===== src/rtl/csa_accumulator.sv =====
// Frame accumulator: carry-save 3:2 compression per operand, then a two-cycle
// split carry-propagate resolve (low half, high half) before presenting the sum.
module csa_accumulator #(
    parameter int WIDTH = 16,
    parameter int GUARD = 4
) (
    input  logic                   clk,
    input  logic                   rst_n,
    input  logic                   in_valid,
    output logic                   in_ready,
    input  logic [WIDTH-1:0]       in_data,
    input  logic                   in_last,
    output logic                   out_valid,
    input  logic                   out_ready,
    output logic [WIDTH+GUARD-1:0] out_sum,
    output logic                   out_ovf,
    output logic [2:0]             o_dbg_state
);

    localparam int AW = WIDTH + GUARD;
    localparam int LO = AW / 2;
    localparam int HI = AW - LO;
    localparam int CW = GUARD + 1;
    localparam logic [CW-1:0] CNT_LIM = CW'(1 << GUARD);
    localparam logic [CW-1:0] CNT_SAT = CW'((1 << GUARD) + 1);

    // Handshake: a transfer happens on a rising edge where valid and ready are both 1.
    typedef enum logic [2:0] {IDLE, ACCUM, RES_LO, RES_HI, OUT} state_t;

    state_t          r_state;
    state_t          w_next;
    logic [AW-1:0]   r_s;
    logic [AW-1:0]   r_c;
    logic [CW-1:0]   r_cnt;
    logic [LO-1:0]   r_lo;
    logic            r_lo_cy;
    logic [AW-1:0]   r_sum;
    logic            r_ovf;

    logic            w_xfer;
    logic [AW-1:0]   w_x;
    logic [AW-2:0]   w_maj;
    logic [LO:0]     w_lo_add;
    logic [HI-1:0]   w_hi_add;

    assign w_x      = {{GUARD{1'b0}}, in_data};
    assign w_xfer   = in_valid & in_ready;
    // Only the low AW-1 majority bits survive the left shift into the carry vector.
    assign w_maj    = (r_s[AW-2:0] & r_c[AW-2:0]) | (r_s[AW-2:0] & w_x[AW-2:0]) |
                      (r_c[AW-2:0] & w_x[AW-2:0]);
    assign w_lo_add = {1'b0, r_s[LO-1:0]} + {1'b0, r_c[LO-1:0]};
    assign w_hi_add = r_s[AW-1:LO] + r_c[AW-1:LO] + {{(HI-1){1'b0}}, r_lo_cy};

    always_comb begin
        w_next    = r_state;
        in_ready  = 1'b0;
        out_valid = 1'b0;
        case (r_state)
            IDLE: begin
                in_ready = 1'b1;
                if (w_xfer) w_next = in_last ? RES_LO : ACCUM;
            end
            ACCUM: begin
                in_ready = 1'b1;
                if (w_xfer && in_last) w_next = RES_LO;
            end
            RES_LO: w_next = RES_HI;
            RES_HI: w_next = OUT;
            OUT: begin
                out_valid = 1'b1;
                if (out_ready) w_next = IDLE;
            end
            default: w_next = IDLE;
        endcase
    end

    always_ff @(posedge clk or negedge rst_n) begin
        if (!rst_n) begin
            r_state <= IDLE;
        end else begin
            r_state <= w_next;
        end
    end

    always_ff @(posedge clk or negedge rst_n) begin
        if (!rst_n) begin
            r_s     <= '0;
            r_c     <= '0;
            r_cnt   <= '0;
            r_lo    <= '0;
            r_lo_cy <= 1'b0;
            r_sum   <= '0;
            r_ovf   <= 1'b0;
        end else begin
            case (r_state)
                IDLE: if (w_xfer) begin
                    r_s   <= w_x;
                    r_c   <= '0;
                    r_cnt <= CW'(1);
                end
                ACCUM: if (w_xfer) begin
                    r_s   <= r_s ^ r_c ^ w_x;
                    r_c   <= {w_maj, 1'b0};
                    r_cnt <= (r_cnt == CNT_SAT) ? r_cnt : r_cnt + CW'(1);
                end
                RES_LO: begin
                    r_lo    <= w_lo_add[LO-1:0];
                    r_lo_cy <= w_lo_add[LO];
                end
                RES_HI: begin
                    r_sum <= {w_hi_add, r_lo};
                    r_ovf <= (r_cnt > CNT_LIM);
                end
                default: ;
            endcase
        end
    end

    assign out_sum     = r_sum;
    assign out_ovf     = r_ovf;
    assign o_dbg_state = r_state;

endmodule


===== config.mk =====
export PLATFORM = sky130hd
export DESIGN_NAME = csa_accumulator
export DESIGN_NICKNAME = d
export VERILOG_FILES = /design/src/rtl/csa_accumulator.sv
export SDC_FILE = /design/constraint.sdc
export NUM_CORES = 1
export LEC_CHECK = 0
export CORE_UTILIZATION = 33
export DETAILED_ROUTE_END_ITERATION = 7
export GPL_TIMING_DRIVEN = 0
export PLACE_DENSITY = 0.56
export SETUP_SLACK_MARGIN = 0.4
export SLEW_MARGIN = 20
export SYNTH_ARGS = -nofsm -noshare
export SYNTH_HDL_FRONTEND = slang
export SYNTH_SLANG_ARGS = --single-unit

===== constraint.sdc =====
create_clock -name clk -period 1.9 [get_ports clk]
set_input_delay 0.475 -clock clk [delete_from_list [all_inputs] [get_ports clk]]
set_output_delay 0.475 -clock clk [all_outputs]
set_load 0.02 [all_outputs]

* Word-level counts from Yosys, hierarchy flattened
Cells that the tools add are included.
Storage, ports and cells: bits in registers 80, input port bits 21
Operators by class: $add $sub $neg 4, order comparisons 1, equal/unequal tests 10, multiplexer cells 17, bitwise logic cells 8, reduce and logical (&&, ||, !) cells 7
Operators with widths (number):
- 2-to-1 mux 20 bit | 4
- one-hot mux 20 bit (2 select lines) | 2
- AND 19 x 16 -> 19 bit | 2
- OR 19 bit | 2
- bitwise XOR 20 x 16 -> 20 bit | 1
- bitwise XOR 20 bit | 1
- AND 19 bit | 1
- 2-to-1 mux 5 bit | 3
- one-hot mux 3 bit (5 select lines) | 1
- adder 10 x 10 -> 11 bit | 1
- adder 10 x 1 -> 10 bit | 1
- adder 10 bit | 1
- inequality test 2 bit (second input constant) | 5
- one-hot mux 5 bit (2 select lines) | 1
- 2-to-1 mux 3 bit | 3
- equality test 3 x 2 -> 1 bit (second input constant) | 2
- AND reduction 3 bit | 2
- adder 5 x 1 -> 5 bit (second input constant) | 1
- equality test 5 bit (second input constant) | 1
- greater-than comparator 5 bit (second input constant) | 1
- AND reduction 4 bit | 1
- equality test 3 x 1 -> 1 bit (second input constant) | 1
- equality test 3 bit (second input constant) | 1
- logical NOT 3 bit | 1
- other kinds (6) | 7

* Longest topological paths before layout
Gate-level depths: netlist of the first run.
word-level depth 7, gate-level depth with buffers 9, depth with buffers taken out 9

* Least setup slack after synthesis of the first run
Ideal clock, no wire load.
path kind register to register, start point reg r_s[10], end point reg r_sum[18] (netlist: out_sum[18]), arrival time 1885 ps, slack -119 ps, cell stages (with the launch flop) 10, cells stage by stage dfrtp_1 -> inv_1 -> fa_1 -> fa_1 -> nor2b_1 -> o31a_1 -> o2111ai_1 -> nand2_1 -> xnor2_1 -> o21ai_0
Between the ends: word-level cells in the longest chain between the ends 2
RTL lines:
- from (decl) | line 32 | logic [AW-1:0] r_s;
- from (signal assigned) | line 97 | r_s <= w_x;
- from (signal assigned) | line 102 | r_s <= r_s ^ r_c ^ w_x;
- adder 10 bit | line 52 | assign w_hi_add = r_s[AW-1:LO] + r_c[AW-1:LO] + {{(HI-1){1'b0}}, r_lo_cy};
- adder 10 x 1 -> 10 bit | line 52
- to (signal assigned) | line 111 | r_sum <= {w_hi_add, r_lo};
- to (decl) | line 37 | logic [AW-1:0] r_sum;
No other way between the ends. A chain may end at the register's enable or synchronous reset.

* Worst setup path after layout of the first run
start point reg r_lo_cy, end point reg r_sum[18] (netlist: out_sum[18])
Between the ends: word-level cells in the longest chain between the ends 1
RTL lines:
- from (decl) | line 36 | logic r_lo_cy;
- from (signal assigned) | line 108 | r_lo_cy <= w_lo_add[LO];
- adder 10 x 1 -> 10 bit | line 52
No other way between the ends.

==> flow_summary_export.csv, run 1 <==
group,metric,value,unit
clock_network,cts_max_level,3,
sta,setup_viol,3,
synthesis,yosysUniqueCellTypes,48,
worst_setup_path,r2r-start,"r_lo_cy",
synthesis,synth.top_cell.area_share,45.6,%
placement,post_dp_cell_area,5080,um^2
floorplanning,io_pins,47,
detailed_routing,viasPerCell,4.84,
detailed_routing,drt-total-wl,11.4,mm
cells_and_area,fin_util,49.9,%
job,maxCapViolations,0,
clock_network,root_buffer,"clkbuf_16",
synthesis,yosys.area.top_type,"dfrtp_1",
sta,tightest_slew,0.510,ns
synthesis,synth-async-reset-ratio,100,%
worst_setup_path,cp_max_fo,3,
clock_network,cts_tree,"built",
floorplanning,start_util,34.1,%
worst_setup_path,cp.required,2.11,ns
cells_and_area,multi_input_area,2540,um^2
outcome,status,"complete, but fails checks",
placement,routabilityCongestion,0.753,
cells_and_area,antenna_cells,0,
power_and_ir_drop,leakagePower,0.00294,uW
sta,slew_headroom,66.0,%
sta,rsz0062_at_grt,"true",
sta,fin_skew,0.00802,ns
power_and_ir_drop,power_density,1830,nW/um^2
power_and_ir_drop,finalPower,11600,uW
floorplanning,die_area,13600,um^2
floorplanning,dieHeight,117,um
floorplanning,die_x,117,um
sta,timing.final.ws_setup,-0.156,ns
clock_network,cts_buffers,9,
worst_setup_path,r2r-end,"out_sum[18]",
synthesis,synth_area_leaders,"dfrtp_1 (46%), fa_1 (8.3%), o21ai_0 (6.7%), ha_1 (6.1%), nand2_1 (5.5%)",
synthesis,synth-seq-area-share,45.6,%
outcome,violations,"negative setup slack",
detailed_routing,drt_iter0_drc,179,
worst_setup_path,endpoint_kind,"flop",
cells_and_area,drive_above_1_share,35.1,%
clock_network,insertion_delay,0.33,ns
cells_and_area,area_growth,46.4,%
worst_setup_path,cp.arrival,2.27,ns
synthesis,netlist_instances,450,
synthesis,synth_ff_type,"dfrtp_1",
grt,first_global_vias,3331,
sta,fin_tns_setup,-0.356,ns
worst_setup_path,crit_type,"reg2reg",
worst_setup_path,reg2regPathDepth,9,
detailed_routing,drc,0,
clock_network,cts_max_path_buffers,2,
worst_setup_path,critPathLaunch,"r_lo_cy",
floorplanning,rows,41,
synthesis,synth.avg_cell_area,9.64,um^2
detailed_routing,vias,3537,
worst_setup_path,start_kind,"flop",
detailed_routing,drt-pass1-iter-count,4,
detailed_routing,wl_per_cell,15.7,um
synthesis,synth_seq_cells,79,
synthesis,synth_edf_count,0,
floorplanning,core_area,12700,um^2
placement,dp_hpwl,7.32,mm
clock_network,path_clk_slew,0.06,ns
grt,grtUsageTotal,16.5,%
grt,grt_pass1_wl,16.9,mm
placement,port_buffers,46,
clock_network,cts.sinks,79,
grt,grt_max_degree,44,
detailed_routing,ant_nets,0,
sta,drv_slew,0,
cells_and_area,stdcell_area,6350,um^2
grt,overflow,0,
sta,max_freq,486,MHz
sta,period_share,108,%
sta,hold_viol,0,
cells_and_area,seq_area,1980,um^2
sta,period_needed,2.06,ns
synthesis,ys.warnings.count,0,
sta,hold_slack,0.112,ns
cells_and_area,n_fill_cell,1196,
grt,antenna_found_initial,0,
worst_setup_path,r2r_slack,-0.16,ns
power_and_ir_drop,ir_drop,0.655,mV
cells_and_area,nNetsFinal,614,
hold_path,min-delay-path-class,"in2async",
synthesis,synth_fp_nets,510,
synthesis,synth_area,4340,um^2
## synth_stat cells, drive strengths merged (2+ instances only)
| cell | instances |
|---|---|
| nor3 | 5 |
| nand4 | 2 |
| nand2b | 3 |
| inv | 54 |
| o21ai | 59 |
| ha | 21 |
| nand2 | 66 |
| o21a | 3 |
| xnor2 | 6 |
| a22o | 7 |
| o31ai | 2 |
| a21o | 5 |
| a21oi | 28 |
| dfrtp | 79 |
| nor2 | 27 |
| nor2b | 3 |
| or2 | 2 |
| xor2 | 6 |
| nand3 | 7 |
| a31oi | 2 |
| clkbuf | 5 |
| a211o | 2 |
| a21boi | 2 |
| a211oi | 2 |
| fa | 18 |
| nand3b | 2 |
| buf | 11 |
| mux2 | 10 |
## how the worst max path moves through the flow
stage | to | slack (ns) | cells after the start
2_1_floorplan | out_sum[18] | 0.002 | 9
5_1_grt | out_sum[18] | -0.28 | 9
4_1_cts | out_sum[18] | -0.15 | 9
6_report | out_sum[18] | -0.16 | 9
3_3_place_gp | o_dbg_state[0] | -2.91 | 1
3_5_place_dp | out_sum[18] | -0.20 | 9
## metrics by stage
stage | setup WS, ns | std cells
2_1_floorplan | 0.00178 | 450
3_3_place_gp | -2.91 | 668
3_5_place_dp | -0.203 | 669
4_1_cts | -0.146 | 705
5_1_grt | -0.279 | 731
6_report | -0.156 | 731
## power breakdown
part	switching, uW	total [uW]	leakage, uW	internal (uW)
combinational	3530	6720	0.00174	3190
clock	685	2000	0.000168	1310
sequential	534	2890	0.00102	2350
total	4750	11600	0.00294	6860
## sequential cells by signal (all words and copies together) (netlist names)
name and count:
o_dbg_state 3, r_lo_cy 1, r_c 19, out_sum 20
out_ovf 1, r_lo 10, r_cnt 5, r_s 20
## per-layer routing
| layer | track usage, % | part of all wire, % |
|---|---|---|
| met3 | 2.59 | 2.7 |
| met5 | 0 | 0 |
| met4 | 5.06 | 1.1 |
| met1 | 22.2 | 46 |
| met2 | 27.5 | 50 |
## final cells by class
class                           instances  share of cell area, %
Multi-Input combinational cell        302                   40.0
Clock buffer                           10                   3.76
Timing Repair Buffer                   92                   13.5
Buffer                                 16                   3.17
Tap cell                              172                   3.39
Inverter                               54                   3.19
Sequential cell                        79                   31.2
Clock inverter                          6                   1.69
## repair_timing
item	in CTS	in global routing
buffers inserted	20	20
pin swaps	27	49
hold buffers	0	0
resized for setup	160	130
cloned	0	6
setup endpoints to repair	98	82
## cell families after synthesis
kind of cell	count (synthesis)	share of synthesized area (%)
AND/OR/NAND/NOR	122	12.6
AO/OA/AOI/OAI	117	15.7
flip-flops	79	45.6
buffers and inverters	70	6.49
adder cells (fa/ha/maj)	39	14.4
XOR/XNOR	12	2.42
multiplexers	11	2.83
## critical path, stage by stage, from the launching register on
cell       delay (ns)
dfrtp_1          0.39
inv_2            0.06
fa_2             0.40
fa_2             0.36
nor2b_2          0.13
o31a_1           0.20
o2111ai_1        0.12
nand2_1          0.10
xnor2_1          0.12
o21ai_1          0.07
## layout by cell type (no fill, tap or decap), drive strengths merged, types with 5 or more instances in the layout
| cell type | synthesis | routed |
|---|---|---|
| dfrtp | 79 | 79 |
| nand2 | 66 | 67 |
| buf | 11 | 64 |
| o21ai | 59 | 59 |
| inv | 54 | 54 |
| a21oi | 28 | 28 |
| nor2 | 27 | 27 |
| clkbuf | 5 | 27 |
| ha | 21 | 21 |
| fa | 18 | 18 |
| dlygate4sd2 | 0 | 16 |
| mux2 | 10 | 10 |
| clkdlybuf4s15 | 0 | 8 |
| a22o | 7 | 7 |
| nand3 | 7 | 7 |
| xor2 | 6 | 6 |
| xnor2 | 6 | 6 |
| a21o | 5 | 5 |
| nor3 | 5 | 5 |
Note: power is estimated with default switching activity, not from simulation.
==> inputs of run 2 (changes only) <==
--- a/config.mk
+++ b/config.mk
@@ -14,3 +14,4 @@
 export SYNTH_ARGS = -nofsm -noshare
 export SYNTH_HDL_FRONTEND = slang
 export SYNTH_SLANG_ARGS = --single-unit
+export TNS_END_PERCENT = 5
==> run 2 against run 1 <==
Effect of this change: the run still ends with negative setup slack left; via count fell by 4.8%; total power fell by 12%; sequential share of layout area rose by 1.9 points; critical path depth did not move; clock power fell by 18%; worst setup slack got worse by 0.041 ns; flip-flop and latch count did not move; utilization fell by 2.9 points; first-iteration DRC count fell by 9.5%; non-clock buffer count fell by 34; clock skew fell by 0.0022 ns; wire length fell by 8.4%; critical path type unchanged; critical endpoint unchanged; largest cell class unchanged; largest power group unchanged.
==> flow_summary_export.csv, run 2 (synthesis gave the netlist of run 1 again) <==
group,metric,value,unit
cells_and_area,antenna_cells,0,
clock_network,cts_buffers,9,
sta,fin_skew,0.00581,ns
clock_network,cts.sinks,79,
sta,timing.final.ws_setup,-0.198,ns
cells_and_area,drive_above_1_share,32.3,%
clock_network,path_clk_slew,0.06,ns
detailed_routing,drt_iter0_drc,162,
worst_setup_path,reg2regPathDepth,9,
grt,overflow,0,
detailed_routing,ant_nets,0,
sta,drv_slew,0,
placement,place_ws,-0.280,ns
worst_setup_path,path_cells,"inv_2 -> fa_2 -> fa_2 -> nor2b_2 -> o31a_1 -> o2111ai_1 -> nand2_1 -> xnor2_1 -> o21ai_1",
grt,antenna_found_initial,0,
sta,period_needed,2.10,ns
floorplanning,die_x,117,um
worst_setup_path,cp_slowest_stage_delay,0.41,ns
cells_and_area,mostFrequentLayoutCell,"dfrtp_1",
floorplanning,start_util,34.1,%
power_and_ir_drop,power_density,1710,nW/um^2
worst_setup_path,r2r-end,"out_sum[18]",
cells_and_area,area_growth,37.8,%
outcome,status,"complete, but fails checks",
grt,grtUsageTotal,16.6,%
worst_setup_path,cp_num_buf_inv,1,
floorplanning,rows,41,
floorplanning,die_area,13600,um^2
floorplanning,dieHeight,117,um
worst_setup_path,cp.required,2.12,ns
detailed_routing,wl_per_cell,15.1,um
sta,hold_viol,0,
worst_setup_path,endpoint_kind,"flop",
detailed_routing,drc,0,
placement,dp_hpwl,7.29,mm
job,maxCapViolations,0,
floorplanning,io_pins,47,
grt,first_global_vias,3354,
worst_setup_path,crit_family,"adder cells",
placement,routabilityCongestion,0.781,
sta,slew_headroom,68.2,%
sta,setup_viol,3,
detailed_routing,viasPerCell,4.84,
sta,period_share,110,%
power_and_ir_drop,ir_drop,0.682,mV
floorplanning,core_area,12700,um^2
worst_setup_path,timing.critical_path.mode_cell,"fa_2",
cells_and_area,layout_common_cells,"dfrtp_1 (77), inv_1 (48), nand2_1 (32), o21ai_1 (24), nor2_1 (20)",
sta,max_freq,477,MHz
worst_setup_path,cp.arrival,2.31,ns
sta,tightest_slew,0.477,ns
grt,grt_pass1_wl,17.0,mm
clock_network,root_buffer,"clkbuf_16",
placement,port_buffers,46,
detailed_routing,drt-total-wl,10.5,mm
detailed_routing,vias,3367,
clock_network,cts_max_path_buffers,2,
outcome,violations,"negative setup slack",
detailed_routing,drt-pass1-iter-count,4,
worst_setup_path,slowest_stage,"dfrtp_1",
hold_path,min-delay-path-class,"in2async",
clock_network,cts_max_level,3,
sta,rsz0062_at_grt,"true",
cells_and_area,nNetsFinal,579,
worst_setup_path,crit_type,"reg2reg",
sta,fin_tns_setup,-0.503,ns
clock_network,cts_tree,"built",
worst_setup_path,r2r_slack,-0.20,ns
power_and_ir_drop,leakagePower,0.00277,uW
clock_network,insertion_delay,0.33,ns
grt,grt_max_degree,48,
worst_setup_path,start_kind,"flop",
power_and_ir_drop,finalPower,10200,uW
worst_setup_path,cp_max_fo,3,
worst_setup_path,r2r-start,"r_lo_cy",
-- run 2: changes by cell type in the layout (fill, tap and decap cells not counted), moves of 8 or more --
| cell | previous run | this run |
|---|---|---|
| nand2_1 | 62 | 32 |
| buf_4 | 29 | 12 |
| nand2_4 | 0 | 16 |
| nor2_4 | 18 | 3 |
| o21ai_2 | 4 | 19 |
| buf_6 | 20 | 6 |
| nand2_2 | 2 | 16 |
| nor2_1 | 6 | 20 |
| a21oi_1 | 7 | 16 |
| o21ai_0 | 23 | 15 |
-- run 2: routing by layer --
layer | wire length, um | share of wire, % | up-vias | GRT usage [%]
met5 | 0 | 0 | - | 0
met4 | 221 | 2.1 | 0 | 6.58
met3 | 325 | 3.1 | 13 | 1.76
met2 | 5050 | 48 | 54 | 27.1
met1 | 4890 | 47 | 1658 | 22.6
li1 | - | - | 1642 | -
-- run 2: cell type report --
cell class,count,area [um^2]
fill,1236,6750
multi-input combinational,301,2550
sequential,79,1980
timing repair buffer,58,502
clock buffer,15,278
buffer,16,244
tap,172,215
inverter,54,203
-- run 2: how the worst max path moves through the flow --
| stage | start | endpoint | slack (ns) | cells past startpoint |
|---|---|---|---|---|
| after CTS | r_s[10] | out_sum[18] | -0.17 | 9 |
| after floorplan | r_lo_cy | out_sum[18] | 0.002 | 9 |
| final | r_lo_cy | out_sum[18] | -0.20 | 9 |
| after global placement | rst_n | out_ovf | -2.57 | 1 |
| after detailed placement | in_valid | r_c[8] | -0.28 | 4 |
| after global routing | r_lo_cy | out_sum[18] | -0.29 | 9 |
-- run 2: where the power goes --
part	total [uW]	leakage (uW)	internal, uW	switching (uW)
clock	1640	0.000136	987	652
combinational	5610	0.00161	2520	3080
sequential	3000	0.00103	2350	646
-- run 2: timing repair --
item                                   CTS  global route
pin swaps                               27            62
buffers inserted                         6             5
endpoints found under the hold margin    0             0
setup endpoints to repair               99            89
hold buffers                             0             0
gates resized for setup                180           135
-- run 2: metrics by stage --
stage / hold slack (ns) / utilization (%) / area, um^2 / instances
final: 0.100 / 47.0 / 5980 / 695
after global routing: 0.131 / 47.0 / 5980 / 695
after CTS: 0.111 / 44.1 / 5610 / 690
after global placement: 0.464 / 39.4 / 5020 / 668
after floorplan: 0.179 / - / 4340 / 450
after detailed placement: 0.467 / 39.6 / 5040 / 669
-- run 2: worst reg2reg max path: stages (launching register included) --
cell and delay [ns]:
dfrtp_1 0.41, inv_2 0.06, fa_2 0.39, fa_2 0.36
nor2b_2 0.15, o31a_1 0.21, o2111ai_1 0.13, nand2_1 0.10
xnor2_1 0.11, o21ai_1 0.07
==> inputs of run 3 (changes only) <==
--- a/config.mk
+++ b/config.mk
@@ -8,8 +8,9 @@
 export CORE_UTILIZATION = 33
 export DETAILED_ROUTE_END_ITERATION = 7
 export GPL_TIMING_DRIVEN = 0
-export PLACE_DENSITY = 0.56
+export PLACE_DENSITY = 0.54
 export SETUP_SLACK_MARGIN = 0.4
+export SKIP_CTS_REPAIR_TIMING = 1
 export SLEW_MARGIN = 20
 export SYNTH_ARGS = -nofsm -noshare
 export SYNTH_HDL_FRONTEND = slang
==> constraint.sdc (replaced) <==
create_clock -name clk -period 2.5 [get_ports clk]
set_input_delay 0.625 -clock clk [delete_from_list [all_inputs] [get_ports clk]]
set_output_delay 0.625 -clock clk [all_outputs]
set_load 0.02 [all_outputs]
==> run 3 against run 2 <==
Effect of this change: utilization is 4.9 points lower; critical endpoint is now in_ready; the flow now finishes without violations; clock-buffer cell count shrank 4; non-clock buffer count shrank 11; wire length decreased by 5.8%; largest cell class unchanged.
==> flow_summary_export.csv, run 3 (synthesis gave the netlist of run 1 again) <==
group,metric,value,unit
outcome,status,"finished, final reports clean",
floorplanning,io_pins,47,
worst_setup_path,endpoint_kind,"primary output",
detailed_routing,wl_per_cell,14.4,um
power_and_ir_drop,leakagePower,0.00248,uW
worst_setup_path,cp.arrival,1.70,ns
clock_network,cts_max_level,3,
floorplanning,core_area,12700,um^2
detailed_routing,drt_iter0_drc,134,
detailed_routing,viasPerCell,4.79,
sta,rsz0062_at_grt,"true",
detailed_routing,drt-total-wl,9.88,mm
grt,grtUsageTotal,16.0,%
sta,drv_slew,0,
power_and_ir_drop,ir_drop,0.431,mV
job,maxCapViolations,0,
clock_network,insertion_delay,0.34,ns
cells_and_area,multi_input_area,2080,um^2
grt,overflow,0,
cells_and_area,nNetsFinal,568,
grt,antenna_found_initial,0,
worst_setup_path,start_kind,"flop",
sta,period_needed,2.32,ns
grt,first_global_vias,3240,
hold_path,min-delay-path-class,"in2async",
detailed_routing,drt-pass1-iter-count,4,
detailed_routing,ant_nets,0,
clock_network,root_buffer,"clkbuf_16",
placement,dp_hpwl,7.30,mm
cells_and_area,seq_area,1980,um^2
sta,setup_viol,0,
sta,max_freq,431,MHz
sta,hold_viol,0,
grt,grt_max_degree,57,
sta,period_share,92.9,%
worst_setup_path,slowest_stage,"clkdlybuf4s50_1",
floorplanning,die_area,13600,um^2
floorplanning,dieHeight,117,um
cells_and_area,mostFrequentLayoutCell,"dfrtp_1",
clock_network,cts_tree,"built",
placement,post_dp_cell_area,5040,um^2
worst_setup_path,cp_max_fo,7,
clock_network,cts_max_path_buffers,2,
clock_network,path_clk_slew,0.06,ns
floorplanning,start_util,34.1,%
sta,slew_headroom,60.0,%
power_and_ir_drop,power_density,1250,nW/um^2
cells_and_area,n_fill_cell,1320,
placement,routabilityCongestion,0.780,
detailed_routing,vias,3281,
cells_and_area,antenna_cells,0,
cells_and_area,stdcell_area,5350,um^2
floorplanning,rows,41,
grt,grt_pass1_wl,16.3,mm
clock_network,cts.sinks,79,
cells_and_area,area_growth,23.5,%
cells_and_area,drive_above_1_share,9.16,%
sta,fin_skew,0.00614,ns
placement,port_buffers,46,
worst_setup_path,crit_type,"reg2out",
sta,tightest_slew,0.600,ns
clock_network,cts_buffers,9,
worst_setup_path,cp.required,1.88,ns
cells_and_area,layout_common_cells,"dfrtp_1 (79), nand2_1 (64), o21ai_0 (58), inv_1 (54), clkdlybuf4s50_1 (44)",
sta,fin_tns_setup,0,ns
worst_setup_path,cp_slowest_stage_delay,0.64,ns
floorplanning,die_x,117,um
detailed_routing,drc,0,
worst_setup_path,path_cells,"nor2_4 -> clkdlybuf4s50_1",
-- run 3: layout make-up --
class,instances,area share (%)
Clock inverter,5,1.05
Multi-Input combinational cell,301,38.9
Timing Repair Buffer,47,9.11
Sequential cell,79,36.9
Inverter,54,3.79
Buffer,16,1.47
Clock buffer,11,4.72
Tap cell,172,4.02
-- run 3: per-layer routing --
layer | part of all wire (%) | vias up | global-route usage, %
li1 | - | 1613 | -
met1 | 48 | 1603 | 22.0
met2 | 47 | 53 | 25.8
met3 | 3.3 | 12 | 2.49
met4 | 1.5 | 0 | 5.40
met5 | 0 | - | 0
-- run 3: final timing paths --
path,slack [ns],cells after the start,end,startpoint
setup / recovery,0.18,2,in_ready,o_dbg_state[1]
hold / removal,0.19,1,r_c[8],rst_n
setup reg to reg,0.28,9,out_sum[18],r_s[10]
hold reg to reg,0.48,2,r_lo[8],r_lo[8]
min in group clk,0.48,2,r_lo[8],r_lo[8]
max in group asynchronous,1.71,2,out_ovf,rst_n
-- run 3: metrics by stage --
stage | cells | utilization, % | power (uW) | hold WS [ns] | worst slack (ns)
6_report | 685 | 42.1 | 6710 | 0.191 | 0.178
5_1_grt | 685 | 42.1 | 7310 | 0.209 | 0.108
4_1_cts | 685 | 42.0 | 6800 | 0.198 | 0.152
3_5_place_dp | 669 | 39.6 | 5410 | 0.468 | 0.217
3_3_place_gp | 668 | 39.4 | 5300 | 0.464 | -2.15
2_1_floorplan | 450 | - | 4290 | 0.329 | 0.481
-- run 3: worst max-delay path: cells and delay by family, from the launching register on --
family / cells / cell delay (ns)
buffers and inverters: 1 / 0.64
flip-flops: 1 / 0.49
AND/OR/NAND/NOR: 1 / 0.23
-- run 3: where the power goes --
part	leakage, uW	total (uW)	internal (uW)	switching, uW
sequential	0.00103	2160	1780	379
clock	0.000152	1360	826	531
combinational	0.00130	3190	1330	1850
